**config.mk**
```make
export PLATFORM = sky130hd
export DESIGN_NAME = weight_fetch_ctrl
export DESIGN_NICKNAME = d
export VERILOG_FILES = /design/src/rtl/npu_pkg.sv /design/src/rtl/weight_fetch_ctrl_sync_fifo.sv /design/src/rtl/weight_fetch_ctrl.sv
export SDC_FILE = /design/constraint.sdc
export NUM_CORES = 1
export LEC_CHECK = 0
export ABC_AREA = 1
export CAP_MARGIN = 5
export CORE_MARGIN = 8
export CORE_UTILIZATION = 43
export DETAILED_ROUTE_END_ITERATION = 10
export HOLD_SLACK_MARGIN = 0.06
export PLACE_DENSITY = 0.78
export SLEW_MARGIN = 20
export SYNTH_ARGS = -nofsm -noshare
export SYNTH_HDL_FRONTEND = slang
export SYNTH_SLANG_ARGS = --single-unit
export TNS_END_PERCENT = 10
```
**constraint.sdc**
```tcl
create_clock -name clk -period 7.8 [get_ports clk]
set_clock_uncertainty 0.05 [all_clocks]
set_input_delay 1.56 -clock clk [delete_from_list [all_inputs] [get_ports clk]]
set_output_delay 1.56 -clock clk [all_outputs]
set_load 0.1 [all_outputs]
```
**src/rtl/npu_pkg.sv**
```systemverilog
// Shared NPU constants and types used by the weight buffer read-side master.
package npu_pkg;

  localparam int WB_DATA_WIDTH = 128;
  localparam int WB_ADDR_WIDTH = 14;
  localparam int WB_RD_LATENCY = 2;
  localparam int WF_LEN_WIDTH  = 15;
  localparam int WF_REP_WIDTH  = 8;

  typedef struct packed {
    logic [WB_ADDR_WIDTH-1:0] base_addr;
    logic [WF_LEN_WIDTH-1:0]  num_words;
    logic [WF_REP_WIDTH-1:0]  rep;
  } weight_fetch_cmd_t;

  typedef enum logic [1:0] {
    WF_IDLE  = 2'd0,
    WF_FETCH = 2'd1,
    WF_DRAIN = 2'd2
  } wf_state_e;

endpackage

```
**src/rtl/weight_fetch_ctrl_sync_fifo.sv**
```systemverilog
// First-word-fall-through synchronous FIFO with occupancy count.
module sync_fifo #(
  parameter int WIDTH = 128,
  parameter int DEPTH = 4
) (
  input  logic                       clk,
  input  logic                       rst,
  input  logic                       push_i,
  input  logic [WIDTH-1:0]           data_i,
  input  logic                       pop_i,
  output logic [WIDTH-1:0]           data_o,
  output logic                       empty_o,
  output logic                       full_o,
  output logic [$clog2(DEPTH+1)-1:0] count_o
);

  localparam int PTR_W = (DEPTH > 1) ? $clog2(DEPTH) : 1;
  localparam int CNT_W = $clog2(DEPTH+1);

  logic [WIDTH-1:0] mem_q [DEPTH];
  logic [PTR_W-1:0] wr_ptr_q, rd_ptr_q;
  logic [CNT_W-1:0] count_q;
  logic             do_push, do_pop;

  function automatic logic [PTR_W-1:0] ptr_inc(input logic [PTR_W-1:0] p);
    return (p == PTR_W'(DEPTH-1)) ? '0 : p + PTR_W'(1);
  endfunction

  assign empty_o = (count_q == '0);
  assign full_o  = (count_q == CNT_W'(DEPTH));
  assign count_o = count_q;
  assign data_o  = mem_q[rd_ptr_q];
  assign do_pop  = pop_i && !empty_o;
  assign do_push = push_i && (!full_o || do_pop);

  always_ff @(posedge clk) begin
    if (rst) begin
      wr_ptr_q <= '0;
      rd_ptr_q <= '0;
      count_q  <= '0;
    end else begin
      if (do_push) wr_ptr_q <= ptr_inc(wr_ptr_q);
      if (do_pop)  rd_ptr_q <= ptr_inc(rd_ptr_q);
      if (do_push && !do_pop)      count_q <= count_q + CNT_W'(1);
      else if (do_pop && !do_push) count_q <= count_q - CNT_W'(1);
    end
  end

  // Storage needs no reset; occupancy alone defines which entries are live.
  always_ff @(posedge clk) begin
    if (do_push) mem_q[wr_ptr_q] <= data_i;
  end

  always_ff @(posedge clk) begin
    if (!rst) begin
      assert (!(push_i && full_o && !pop_i)) else $error("sync_fifo overflow");
    end
  end

endmodule

```
**src/rtl/weight_fetch_ctrl.sv**
```systemverilog
// Weight buffer read master: credit-limited reads, fixed-latency return into a
// small FIFO, and a valid/ready stream of weight words to the PE array.
module weight_fetch_ctrl
  import npu_pkg::*;
#(
  parameter int DATA_WIDTH = WB_DATA_WIDTH,
  parameter int ADDR_WIDTH = WB_ADDR_WIDTH,
  parameter int LEN_WIDTH  = WF_LEN_WIDTH,
  parameter int REP_WIDTH  = WF_REP_WIDTH,
  parameter int RD_LATENCY = WB_RD_LATENCY,
  parameter int FIFO_DEPTH = 4
) (
  input  logic                  clk,
  input  logic                  rst,
  input  logic                  cmd_valid,
  output logic                  cmd_ready,
  input  logic [ADDR_WIDTH-1:0] cmd_base_addr,
  input  logic [LEN_WIDTH-1:0]  cmd_num_words,
  input  logic [REP_WIDTH-1:0]  cmd_repeat,
  input  logic                  buf_wr_active,
  output logic                  buf_rd_en,
  output logic [ADDR_WIDTH-1:0] buf_rd_addr,
  input  logic [DATA_WIDTH-1:0] buf_rd_data,
  input  logic                  buf_rd_valid,
  output logic                  w_valid,
  input  logic                  w_ready,
  output logic [DATA_WIDTH-1:0] w_data,
  output logic                  w_last,
  output logic                  busy,
  output logic                  done
);

  // Handshake rule for cmd_* and w_*: a transfer happens on a rising clk edge
  // where valid and ready are both high; valid-side payload holds until then.

  localparam int CNT_W = $clog2(FIFO_DEPTH+1);

  wf_state_e         state_q, state_d;
  weight_fetch_cmd_t cmd_q, cmd_d;
  logic [LEN_WIDTH-1:0]  word_idx_q, word_idx_d;
  logic [LEN_WIDTH-1:0]  out_idx_q, out_idx_d;
  logic [REP_WIDTH-1:0]  pass_q, pass_d;
  logic [CNT_W-1:0]      outstanding_q, outstanding_d;
  logic [RD_LATENCY-1:0] issue_pipe_q, issue_pipe_d;
  logic                  zero_done_q, zero_done_d;

  logic                  accept, credit_ok, rd_en, ret_ok, pop;
  logic                  last_word, last_pass, out_last, drain_ok;
  logic [CNT_W:0]        credit_sum;
  logic                  fifo_empty, fifo_full;
  logic [CNT_W-1:0]      fifo_count;
  logic [DATA_WIDTH-1:0] fifo_data;

  assign accept     = cmd_valid && cmd_ready;
  assign credit_sum = {1'b0, outstanding_q} + {1'b0, fifo_count};
  assign credit_ok  = credit_sum < (CNT_W+1)'(FIFO_DEPTH);
  assign rd_en      = (state_q == WF_FETCH) && !buf_wr_active && credit_ok;
  assign last_word  = (word_idx_q == cmd_q.num_words - LEN_WIDTH'(1));
  assign last_pass  = (pass_q == cmd_q.rep);
  // Only returns that match one of our own issues are accepted, so data still
  // in flight from before a reset is dropped.
  assign ret_ok     = buf_rd_valid && issue_pipe_q[RD_LATENCY-1];
  assign pop        = w_valid && w_ready;
  assign out_last   = (out_idx_q == cmd_q.num_words - LEN_WIDTH'(1));
  assign drain_ok   = (outstanding_q == '0) && fifo_empty;

  assign cmd_ready   = (state_q == WF_IDLE) && !zero_done_q;
  assign busy        = (state_q != WF_IDLE);
  assign buf_rd_en   = rd_en;
  assign buf_rd_addr = rd_en ? (cmd_q.base_addr + word_idx_q[ADDR_WIDTH-1:0]) : '0;
  assign w_valid     = !fifo_empty;
  assign w_data      = fifo_empty ? '0 : fifo_data;
  assign w_last      = !fifo_empty && out_last;

  always_comb begin
    state_d     = state_q;
    cmd_d       = cmd_q;
    word_idx_d  = word_idx_q;
    pass_d      = pass_q;
    zero_done_d = 1'b0;
    done        = zero_done_q;
    unique case (state_q)
      WF_IDLE: begin
        if (accept) begin
          cmd_d      = '{base_addr: cmd_base_addr, num_words: cmd_num_words, rep: cmd_repeat};
          word_idx_d = '0;
          pass_d     = '0;
          if (cmd_num_words == '0) zero_done_d = 1'b1;
          else                     state_d     = WF_FETCH;
        end
      end
      WF_FETCH: begin
        if (rd_en) begin
          if (last_word) begin
            word_idx_d = '0;
            if (last_pass) state_d = WF_DRAIN;
            else           pass_d  = pass_q + REP_WIDTH'(1);
          end else begin
            word_idx_d = word_idx_q + LEN_WIDTH'(1);
          end
        end
      end
      WF_DRAIN: begin
        if (drain_ok) begin
          done    = 1'b1;
          state_d = WF_IDLE;
        end
      end
      default: state_d = WF_IDLE;
    endcase
  end

  always_comb begin
    outstanding_d = outstanding_q;
    if (rd_en && !ret_ok)      outstanding_d = outstanding_q + CNT_W'(1);
    else if (!rd_en && ret_ok) outstanding_d = outstanding_q - CNT_W'(1);

    out_idx_d = out_idx_q;
    if (accept)   out_idx_d = '0;
    else if (pop) out_idx_d = out_last ? '0 : out_idx_q + LEN_WIDTH'(1);

    issue_pipe_d = '0;
    issue_pipe_d[0] = rd_en;
    for (int i = 1; i < RD_LATENCY; i++) issue_pipe_d[i] = issue_pipe_q[i-1];
  end

  always_ff @(posedge clk) begin
    if (rst) begin
      state_q       <= WF_IDLE;
      cmd_q         <= '0;
      word_idx_q    <= '0;
      out_idx_q     <= '0;
      pass_q        <= '0;
      outstanding_q <= '0;
      issue_pipe_q  <= '0;
      zero_done_q   <= 1'b0;
    end else begin
      state_q       <= state_d;
      cmd_q         <= cmd_d;
      word_idx_q    <= word_idx_d;
      out_idx_q     <= out_idx_d;
      pass_q        <= pass_d;
      outstanding_q <= outstanding_d;
      issue_pipe_q  <= issue_pipe_d;
      zero_done_q   <= zero_done_d;
    end
  end

  sync_fifo #(
    .WIDTH (DATA_WIDTH),
    .DEPTH (FIFO_DEPTH)
  ) u_ret_fifo (
    .clk     (clk),
    .rst     (rst),
    .push_i  (ret_ok),
    .data_i  (buf_rd_data),
    .pop_i   (pop),
    .data_o  (fifo_data),
    .empty_o (fifo_empty),
    .full_o  (fifo_full),
    .count_o (fifo_count)
  );

  logic unused_full;
  assign unused_full = fifo_full;

endmodule
```
==> metrics.csv, run 1 <==
stage,metric,value,unit
final_layout,"commonest non-fill, non-tap cells in the layout","nor2_1 (603), edfxtp_1 (512), clkdlybuf4s50_1 (317)",
cts,worst skew pair latency,0.60,ns
logic_synthesis,ys flop type,edfxtp_1,
worst_setup_path,crit path DAT,4.13,ns
final_layout,multi-input logic area,7358,µm²
cts,CTS tree,done,
cts,"Clk pin slew, worst setup/hold paths",0.05,ns
logic_synthesis,Synth area leaders,"edfxtp_1 (60%), nor2_1 (8.9%), dfxtp_1 (7.2%)",
sta,Setup-failing EPs final,0,
final_layout,area occupied by registers,17220,µm²
final_layout,share of cells above drive strength 1,5.576,%
cts,clock buffer depth,3,
logic_synthesis,register area share after synthesis,67.50,%
logic_synthesis,Yosys reg bits,604,
cts,postcts setup bufs,0,
logic_synthesis,Post-synth EDFFs,512,
sta,final hold violation count,0,
place,Cells after DPL,3414,
global_route,largest net degree at the start of global routing,237,
logic_synthesis,Post-Synthesis Cells,2421,
worst_setup_path,Worst Setup End Kind,output pin,
final_layout,fin cells,3543,
final_layout,Filler Cells Inserted,4849,
place,Port-buffer cells,318,
cts,clock sinks,604,
final_layout,"commonest non-fill, non-tap cell in the layout",nor2_1,
cts,number of hold buffers added after CTS,0,
floorplan,die area,67360,µm²
global_route,initial antenna violation count,12,
logic_synthesis,Mapped Nets,2621,
cts,Root Driver,clkbuf_16,
floorplan,core area,58800,µm²
global_route,overall global routing resource usage,19.91,%
final_layout,Area Overhead vs Synth,24.68,%
cts,total CTS buffers,66,
floorplan,Initial Utilization,43.38,%
global_route,first-pass GRT wire length,105900,µm
final_layout,Final nets,2911,
routing,Final ANT Viol Nets,0,
global_route,remaining global-route overflow,0,
cts,post-cts sizing count,0,
routing,Post-Route WL,69720,µm
sta,fin crit period,5.737,ns
routing,first-iteration detailed-routing DRC count,1535,
sta,Slew @ Worst Pin,1.157,ns
routing,drt first pass iters,5,
job,Max Cap Viol,0,
routing,Vias,19070,
logic_synthesis,Post-synth ARST share,0,%
worst_setup_path,WP data required,6.19,ns
run_status,status,completed,
sta,Worst slew margin,22.66,%
worst_setup_path,CP Class,in -> out,
sta,RSZ-0062 raised after global routing,no,
routing,DRC violations left,0,
routing,Avg WL per Cell,19.68,µm
floorplan,# rows,89,
logic_synthesis,cell accounting for the most synthesized area,edfxtp_1,
logic_synthesis,Ys Warns,0,
floorplan,Ports,319,
floorplan,Die Height,259.5,µm
worst_setup_path,CP startpoint kind,input port,
worst_setup_path,Crit Path Max Fanout,11,
sta,period utilisation layout,73.55,%
global_route,vias in the first global route,19250,
cts,H-tree depth,3,
place,GPL Wtd Cong,0.9436,
sta,worst hold slack,0.3580,ns
place,dpl hpwl,42630,µm
logic_synthesis,Avg Inst Size Synth,10.53,µm²
final_layout,utilization after layout,54.08,%
logic_synthesis,post-synth top area share,60.28,%
logic_synthesis,Synth Cell Area,25500,µm²
logic_synthesis,Yosys cell types,45,
routing,Via-to-Cell Ratio,5.381,
sta,Max Fclk,174.3,MHz
sta,max-slew violation count,0,
hold_path,Min-Delay Path Class,reg -> reg,
floorplan,die width,259.5,µm
flip-flops by register name (all words and copies together) (netlist names), named ones only:
signal / flops
state_q: 2
u_ret_fifo.wr_ptr_q: 2
zero_done_q: 1
outstanding_q: 3
issue_pipe_q: 2
u_ret_fifo.count_o: 3
word_idx_q: 15
u_ret_fifo.mem_q: 512
out_idx_q: 15
u_ret_fifo.rd_ptr_q: 2
cmd_q: 37
pass_q: 8
per-stage QoR:
step	setup slack [ns]	TNS (ns)	area (µm²)
floorplan	-0.1525	-78.06	25500
global placement	2.191	0	29470
detailed placement	2.114	0	29470
CTS	2.006	0	31730
global route	1.941	0	31790
finish	2.063	0	31800
path summary, 6_finish.rpt:
| kind | cells past startpoint | start | to | slack (ns) |
|---|---|---|---|---|
| max | 7 | buf_wr_active | buf_rd_addr[7] | 2.06 |
| min | 2 | issue_pipe_q[0]$_SDFF_PP0_ | issue_pipe_q[1]$_SDFF_PP0_ | 0.36 |
| max reg2reg | 14 | u_ret_fifo.count_o[0]$_SDFFE_PP0P_ | u_ret_fifo.count_o[2]$_SDFFE_PP0P_ | 4.53 |
| min reg2reg | 2 | issue_pipe_q[0]$_SDFF_PP0_ | issue_pipe_q[1]$_SDFF_PP0_ | 0.36 |
cell usage after synthesis (2+ instances only):
cell type	instances
inv_1	131
nor3_4	2
o21a_1	2
edfxtp_1	512
a211oi_1	2
nand2_2	5
a21oi_1	187
nor2_4	4
fa_1	3
nand3_1	104
xnor2_1	4
nor3b_1	3
buf_1	13
and3_1	2
clkbuf_1	98
nor2_1	608
nand3b_1	4
nand2_1	220
o22ai_1	11
inv_2	6
xor2_1	23
nor2_2	4
o21ai_0	293
dfxtp_1	92
ha_1	26
nor3_1	15
o21ai_1	2
nand4_1	18
or2_2	2
buf_4	3
a31oi_1	3
nor4_1	6
final cells by class:
cell class | count | area share [%]
Clock buffer | 76 | 5.446
Antenna cell | 8 | 0.06296
Tap cell | 773 | 3.042
Clock inverter | 43 | 1.684
Inverter | 139 | 1.676
Multi-Input combinational cell | 1563 | 23.14
Timing Repair Buffer | 337 | 10.78
Sequential cell | 604 | 54.17
per-layer routing:
| metal | up-vias | track usage (%) | wire [µm] | part of all wire [%] |
|---|---|---|---|---|
| li1 | 8965 | - | - | - |
| met1 | 9280 | 23.29 | 27340 | 39 |
| met2 | 669 | 33.71 | 34560 | 50 |
| met3 | 143 | 6.667 | 5812 | 8.3 |
| met4 | 8 | 7.581 | 1961 | 2.8 |
| met5 | - | 0 | 55 | 0.079 |
cell families after synthesis:
group,after synthesis,share of synthesized area (%)
simple gates,999,16.02
flops,604,67.50
compound gates,506,10.12
buf+inv,254,3.792
fa+ha+maj,29,1.511
xor+xnor,28,1.015
mux,1,0.03925
worst max-delay path: stages:
cell             delay, ns
clkdlybuf4s50_1       0.41
nor2_1                0.10
nand4_1               0.28
clkinv_1              0.29
o21ai_0               0.14
a21oi_1               0.16
clkdlybuf4s50_1       1.17
Power of run 1 is left out: the tool's default activity adds up to more than one toggle a clock period on the data nets, which glitch-free logic cannot reach.
==> inputs of run 2 (changes only) <==
- clock period: 7.8 -> 5 ns (I/O delays scaled with it)
==> run 2 against run 1 <==
Sequential share of layout area rose by 0.80 points. Cell count stayed put. Global-route usage is 0.23 points lower. Via count down 1.4%. Count of clock-buffer cells in the layout up 11. Flip-flop and latch count stayed put. Die area did not move. Core utilization down 0.79 points. Register-to-register slack worse by 2.4 ns. Highest routed layer unchanged. Non-clock buffer count grew 6. Final area down 1.5%. Wire length down 1.3%.
==> metrics.csv, run 2 (synthesis gave the netlist of run 1 again) <==
stage,metric,value,unit,change
hold_path,hold depth,2,,unchanged
routing,met3 wire len,5581,µm,-4.0%
sta,fin crit period,4.365,ns,
place,Setup Slack @ Placement,1.213,ns,-0.9009 ns
worst_setup_path,Worst Setup End Kind,output pin,,
sta,Setup-failing EPs final,0,,unchanged
routing,first-iteration detailed-routing DRC count,1606,,+4.6%
cts,postcts setup bufs,0,,unchanged
sta,Max Fclk,229.1,MHz,
cts,post-cts sizing count,0,,unchanged
floorplan,die area,67360,µm²,unchanged
final_layout,Area Overhead vs Synth,22.86,%,
worst_setup_path,crit path DAT,3.31,ns,-0.82 ns
global_route,first-pass GRT wire length,104300,µm,-1.5%
routing,Via-to-Cell Ratio,5.306,,-1.4%
cts,H-tree depth,3,,unchanged
routing,met2 WL,34430,µm,-0.36%
cts,"Clk pin slew, worst setup/hold paths",0.06,ns,about the same
worst_setup_path,"slowest stage cell, crit path",dfxtp_4,,
routing,Avg WL per Cell,19.43,µm,-1.3%
worst_setup_path,"delay-heaviest family, CP",buffers and inverters,,
sta,max-slew violation count,0,,unchanged
cts,total CTS buffers,66,,unchanged
global_route,vias in the first global route,18760,,-2.5%
worst_setup_path,Reg2Reg Depth,15,,+1
final_layout,Biggest register,u_ret_fifo.mem_q,,
final_layout,Filler Cells Inserted,4875,,+0.54%
floorplan,core area,58800,µm²,unchanged
sta,Worst slew margin,23.69,%,+1.0 points
place,GPL Wtd Cong,0.8915,,-5.5%
final_layout,"commonest non-fill, non-tap cell in the layout",nor2_1,,
cts,clock sinks,604,,unchanged
global_route,largest net degree at the start of global routing,233,,-1.7%
cts,clock buffer depth,3,,unchanged
global_route,overall global routing resource usage,19.68,%,-0.23 points
worst_setup_path,crit-path cells,"inv_4, buf_12, nor2_1, o21ai_0, a21oi_1, buf_4",,
worst_setup_path,Crit path largest cell delay,0.85,ns,-0.32 ns
global_route,initial antenna violation count,13,,+1
final_layout,Final nets,2917,,+0.21%
worst_setup_path,Stages on worst setup path,6,,-1
worst_setup_path,Critical path buffers and inverters,3,,unchanged
run_status,status,completed,,
hold_path,Min-Delay Path Class,reg -> reg,,
final_layout,share of cells above drive strength 1,10.74,%,+5.2 points
final_layout,top flop regs,"u_ret_fifo.mem_q x512, cmd_q x37",,
final_layout,"commonest non-fill, non-tap cells in the layout","nor2_1 (603), edfxtp_1 (512), o21ai_0 (293)",,
routing,DRC violations left,0,,unchanged
sta,final hold violation count,0,,unchanged
sta,RSZ-0062 raised after global routing,no,,
worst_setup_path,CP Class,reg -> out,,
worst_setup_path,CP startpoint kind,flip-flop,,
sta,worst hold slack,0.3621,ns,+0.004115 ns
cts,Root Driver,clkbuf_16,,
final_layout,utilization after layout,53.29,%,-0.79 points
floorplan,Initial Utilization,43.38,%,unchanged
floorplan,Ports,319,,unchanged
floorplan,Die Height,259.5,µm,unchanged
routing,uppermost layer routed,met5,,
place,dpl hpwl,43370,µm,+1.7%
routing,Post-Route WL,68850,µm,-1.3%
place,Port-buffer cells,318,,unchanged
routing,Vias,18800,,-1.4%
sta,Slew @ Worst Pin,1.145,ns,-0.01194 ns
routing,WL met1,27130,µm,-0.76%
cts,number of hold buffers added after CTS,0,,unchanged
routing,Final ANT Viol Nets,0,,unchanged
cts,worst skew pair latency,0.60,ns,about the same
worst_setup_path,WP data required,3.95,ns,-2.24 ns
job,Max Cap Viol,0,,unchanged
floorplan,die width,259.5,µm,unchanged
final_layout,Largest register FFs,512,,unchanged
global_route,remaining global-route overflow,0,,unchanged
sta,period utilisation layout,87.29,%,
routing,drt first pass iters,7,,+2
sta,final worst setup slack,0.6355,ns,-1.427 ns
floorplan,# rows,89,,unchanged
worst_setup_path,Crit Path Max Fanout,68,,+57
cts,CTS tree,done,,
run 2: changes by cell type in the layout (fill, tap and decap cells not counted), sizes merged:
cell | before | now
clkinv | 30 | 24
diode | 8 | 5
clkdlybuf4s50 | 317 | 174
buf | 20 | 169
inv | 141 | 139
clkbuf | 76 | 87
bufinv | 9 | 3
run 2: worst register-to-register path: cells and delay by family, from the launching register on:
kind | cells | cell delay (ns)
buf+inv | 1 | 0.16
flops | 1 | 0.37
fa+ha+maj | 1 | 0.27
simple gates | 13 | 1.90
run 2: worst paths after layout:
check / from / to / slack [ns]
worst max-delay path: flip-flop / w_data[76] / 0.64
worst max register to register: cmd_q[8]$_SDFFE_PP0P_ / word_idx_q[6]$_SDFFE_PP0P_ / 2.12
worst min register to register: issue_pipe_q[0]$_SDFF_PP0_ / issue_pipe_q[1]$_SDFF_PP0_ / 0.36
worst min-delay path: issue_pipe_q[0]$_SDFF_PP0_ / issue_pipe_q[1]$_SDFF_PP0_ / 0.36
run 2: layout make-up:
class                           instances  area (µm²)  share of cell area [%]
Sequential cell                       604       17220                   54.97
Multi-Input combinational cell       1563        7358                   23.48
Timing Repair Buffer                  343        3110                   9.927
Clock buffer                           87        1750                   5.586
Tap cell                              773       967.2                   3.087
Inverter                              139       530.5                   1.693
Clock inverter                         29       381.6                   1.218
Antenna cell                            5       12.51                 0.03993
run 2: routing by layer:
layer | up-vias | GRT usage [%]
li1 | 8965 | -
met1 | 9052 | 23.39
met2 | 650 | 33.92
met3 | 117 | 6.278
met4 | 16 | 5.795
met5 | - | 0
run 2: metrics by stage:
| step | TNS (ns) | instances | instance area (µm²) |
|---|---|---|---|
| floorplan | -132.66 | 2421 | 25510 |
| global placement | 0 | 3422 | 29190 |
| detailed placement | 0 | 3422 | 29190 |
| CTS | 0 | 3538 | 31320 |
| global route | 0 | 3541 | 31330 |
| finish | 0 | 3543 | 31340 |
Power of run 2 is left out for the same reason.
==> inputs of run 3 (changes only) <==
- ABC_AREA: 1 -> unset
==> run 3 against run 2 <==
Register-to-register slack got worse by 0.86 ns. Global-route usage fell by 2.1 points. Via count fell by 23%. Synthesized cell count fell by 37%. Worst hold slack improved by 0.030 ns. Non-clock buffer count fell by 2. First-iteration DRC count fell by 44%. Count of clock-buffer cells in the layout fell by 4. Highest routed layer unchanged.
==> metrics.csv, run 3 <==
stage,metric,value,unit,change
routing,drt first pass iters,5,,-2
routing,Post-Route WL,59380,µm,-14%
cts,CTS tree,done,,
final_layout,"commonest non-fill, non-tap cells in the layout","edfxtp_1 (512), clkdlybuf4s50_1 (171), buf_4 (159)",,
routing,DRC violations left,0,,unchanged
final_layout,"commonest non-fill, non-tap cell in the layout",edfxtp_1,,
cts,"Clk pin slew, worst setup/hold paths",0.06,ns,about the same
worst_setup_path,crit path DAT,3.56,ns,+0.25 ns
logic_synthesis,cell accounting for the most synthesized area,edfxtp_1,,
logic_synthesis,post-synth top area share,61.68,%,+1.4 points
routing,Via-to-Cell Ratio,5.403,,+1.8%
global_route,largest net degree at the start of global routing,70,,-70%
final_layout,Filler Cells Inserted,4463,,-8.5%
cts,clock buffer depth,3,,unchanged
sta,Max Fclk,216.9,MHz,-5.3%
final_layout,Final nets,2047,,-30%
logic_synthesis,Post-synth EDFFs,512,,unchanged
final_layout,utilization after layout,53.89,%,+0.59 points
floorplan,Die Height,256.8,µm,-1.1%
routing,Final ANT Viol Nets,0,,unchanged
logic_synthesis,Post-Synthesis Cells,1517,,-37%
global_route,overall global routing resource usage,17.62,%,-2.1 points
final_layout,fin cells,2666,,-25%
routing,Vias,14410,,-23%
routing,Avg WL per Cell,22.27,µm,+15%
final_layout,share of cells above drive strength 1,22.87,%,+12 points
logic_synthesis,Post-synth ARST share,0,%,unchanged
logic_synthesis,Synth area leaders,"edfxtp_1 (62%), mux4_2 (12%), dfxtp_1 (7.4%)",,
sta,post-route setup TNS,0,ns,unchanged
sta,Worst slew margin,29.60,%,+5.9 points
global_route,initial antenna violation count,14,,+1
worst_setup_path,worst setup path startpoint,word_idx_q[0]$_SDFFE_PP0P_,,
cts,clock sinks,604,,unchanged
worst_setup_path,WP data required,3.95,ns,about the same
floorplan,die area,65930,µm²,-2.1%
place,dpl hpwl,38950,µm,-10%
floorplan,die width,256.8,µm,-1.1%
cts,worst skew pair latency,0.60,ns,about the same
logic_synthesis,Post-synth top cells,"edfxtp_1 (512), and2_1 (136), mux4_2 (128)",,
floorplan,Ports,319,,unchanged
floorplan,Initial Utilization,43.37,%,about the same
worst_setup_path,Crit Path Max Fanout,7,,-90%
worst_setup_path,r2r startpoint,cmd_q[8]$_SDFFE_PP0P_,,
cts,number of hold buffers added after CTS,0,,unchanged
worst_setup_path,CP Class,reg -> out,,
sta,period utilisation layout,92.21,%,+4.9 points
final_layout,area occupied by registers,17220,µm²,unchanged
global_route,vias in the first global route,15060,,-20%
place,Setup Slack @ Placement,0.8689,ns,-0.3439 ns
logic_synthesis,Ys Warns,0,,unchanged
logic_synthesis,top-count cell post-synth,edfxtp_1,,
global_route,remaining global-route overflow,0,,unchanged
run_status,status,completed,,
worst_setup_path,Worst Setup End Kind,output pin,,
global_route,first-pass GRT wire length,90430,µm,-13%
logic_synthesis,Yosys cell types,73,,+62%
job,Max Cap Viol,0,,unchanged
floorplan,core area,57480,µm²,-2.2%
final_layout,Biggest register,u_ret_fifo.mem_q,,
logic_synthesis,ys flop type,edfxtp_1,,
cts,total CTS buffers,67,,+1.5%
cts,Root Driver,clkbuf_16,,
worst_setup_path,Worst R2R Setup Slack,1.26,ns,-0.86 ns
worst_setup_path,Crit Reg-Reg Endpoint,word_idx_q[2]$_SDFFE_PP0P_,,
place,Port-buffer cells,318,,unchanged
logic_synthesis,Mapped Nets,1717,,-34%
final_layout,top flop regs,"u_ret_fifo.mem_q x512, cmd_q x37",,
hold_path,Min-Delay Path Class,reg -> reg,,
sta,fin crit period,4.610,ns,+0.2460 ns
worst_setup_path,Reg2Reg Depth,9,,-6
sta,Setup-failing EPs final,0,,unchanged
final_layout,Area Overhead vs Synth,24.25,%,
sta,Slew @ Worst Pin,1.049,ns,-0.09576 ns
sta,final hold violation count,0,,unchanged
logic_synthesis,register area share after synthesis,69.07,%,+1.6 points
cts,postcts setup bufs,0,,unchanged
worst_setup_path,CP startpoint kind,flip-flop,,
logic_synthesis,Avg Inst Size Synth,16.43,µm²,+56%
cts,H-tree depth,3,,unchanged
place,GPL Wtd Cong,0.8517,,-4.5%
cts,post-cts sizing count,0,,unchanged
place,Cells after DPL,2543,,-26%
logic_synthesis,Yosys reg bits,604,,unchanged
sta,RSZ-0062 raised after global routing,no,,
worst_setup_path,worst setup path endpoint,buf_rd_addr[12],,
routing,first-iteration detailed-routing DRC count,904,,-44%
sta,max-slew violation count,0,,unchanged
final_layout,Largest register FFs,512,,unchanged
final_layout,multi-input logic area,7351,µm²,-0.10%
logic_synthesis,Synth Cell Area,24930,µm²,-2.3%
sta,final worst setup slack,0.3895,ns,-0.2460 ns
floorplan,# rows,88,,-1.1%
==> run 3: cell types whose count changed in the layout (fill, tap and decap cells not counted), moves of 113 or more <==
cell / change
inv_1: -113
o21ai_0: -279
and2_1: +132
a21oi_1: -138
nor2_1: -550
mux4_2: +128
==> run 3: worst min-delay path by stage <==
stage                                from                    endpoint  cells after the start  slack (ns)
2_1_floorplan  issue_pipe_q[0]$_SDFF_PP0_  issue_pipe_q[1]$_SDFF_PP0_                      1        0.36
3_3_place_gp   issue_pipe_q[0]$_SDFF_PP0_  issue_pipe_q[1]$_SDFF_PP0_                      1        0.37
3_5_place_dp   issue_pipe_q[0]$_SDFF_PP0_  issue_pipe_q[1]$_SDFF_PP0_                      1        0.39
4_1_cts        issue_pipe_q[0]$_SDFF_PP0_  issue_pipe_q[1]$_SDFF_PP0_                      1        0.40
5_1_grt        issue_pipe_q[0]$_SDFF_PP0_  issue_pipe_q[1]$_SDFF_PP0_                      1        0.41
6_report       issue_pipe_q[0]$_SDFF_PP0_  issue_pipe_q[1]$_SDFF_PP0_                      1        0.39
==> run 3: stage by stage <==
| stage | area, µm² | hold WS [ns] |
|---|---|---|
| 2_1_floorplan | 24930 | 0.3638 |
| 3_3_place_gp | 28700 | 0.3702 |
| 3_5_place_dp | 28700 | 0.3867 |
| 4_1_cts | 30960 | 0.3996 |
| 5_1_grt | 30970 | 0.4065 |
| 6_report | 30970 | 0.3921 |
==> run 3: final cells by class <==
| class | instances | area share (%) |
|---|---|---|
| diodes | 3 | 0.02424 |
| clock buffers | 83 | 5.837 |
| clock inverters | 37 | 1.466 |
| inverters | 16 | 0.1939 |
| multi-input cells | 817 | 23.73 |
| flip-flops and latches | 604 | 55.61 |
| well taps | 765 | 3.090 |
| repair buffers | 341 | 10.04 |
==> run 3: cell families (layout without fill, tap and decap cells) <==
family | after synthesis | after routing | share of synthesized area, %
DFF | 604 | 604 | 69.07
muxes | 135 | 135 | 11.85
AOI/OAI and AO/OA | 114 | 114 | 2.982
adders and majority gates | 29 | 29 | 1.546
buffers and inverters | 96 | 477 | 1.531
other | 0 | 3 | 0
and+or+nand+nor | 461 | 461 | 9.978
xor gates and xnor gates | 78 | 78 | 3.047
==> run 3: per-layer routing <==
metal / up-vias / global-route usage, % / part of all wire, % / wire, µm
li1: 6507 / - / - / -
met1: 7297 / 22.04 / 40 / 24040
met2: 480 / 29.26 / 49 / 29300
met3: 105 / 5.618 / 7.7 / 4551
met4: 16 / 5.059 / 2.3 / 1391
met5: - / 0 / 0.18 / 104
==> run 3: worst max-delay path, stage by stage, from the launching register on <==
cell and delay [ns]:
dfxtp_1 0.38, ha_1 0.25, fa_1 0.42, a21o_1 0.17, a21o_1 0.20, a2111oi_1 0.55, nor3_1 0.15, o31ai_1 0.32
xor2_1 0.10, nor2_1 0.10, buf_4 0.32
Power of run 3 is left out for the same reason.
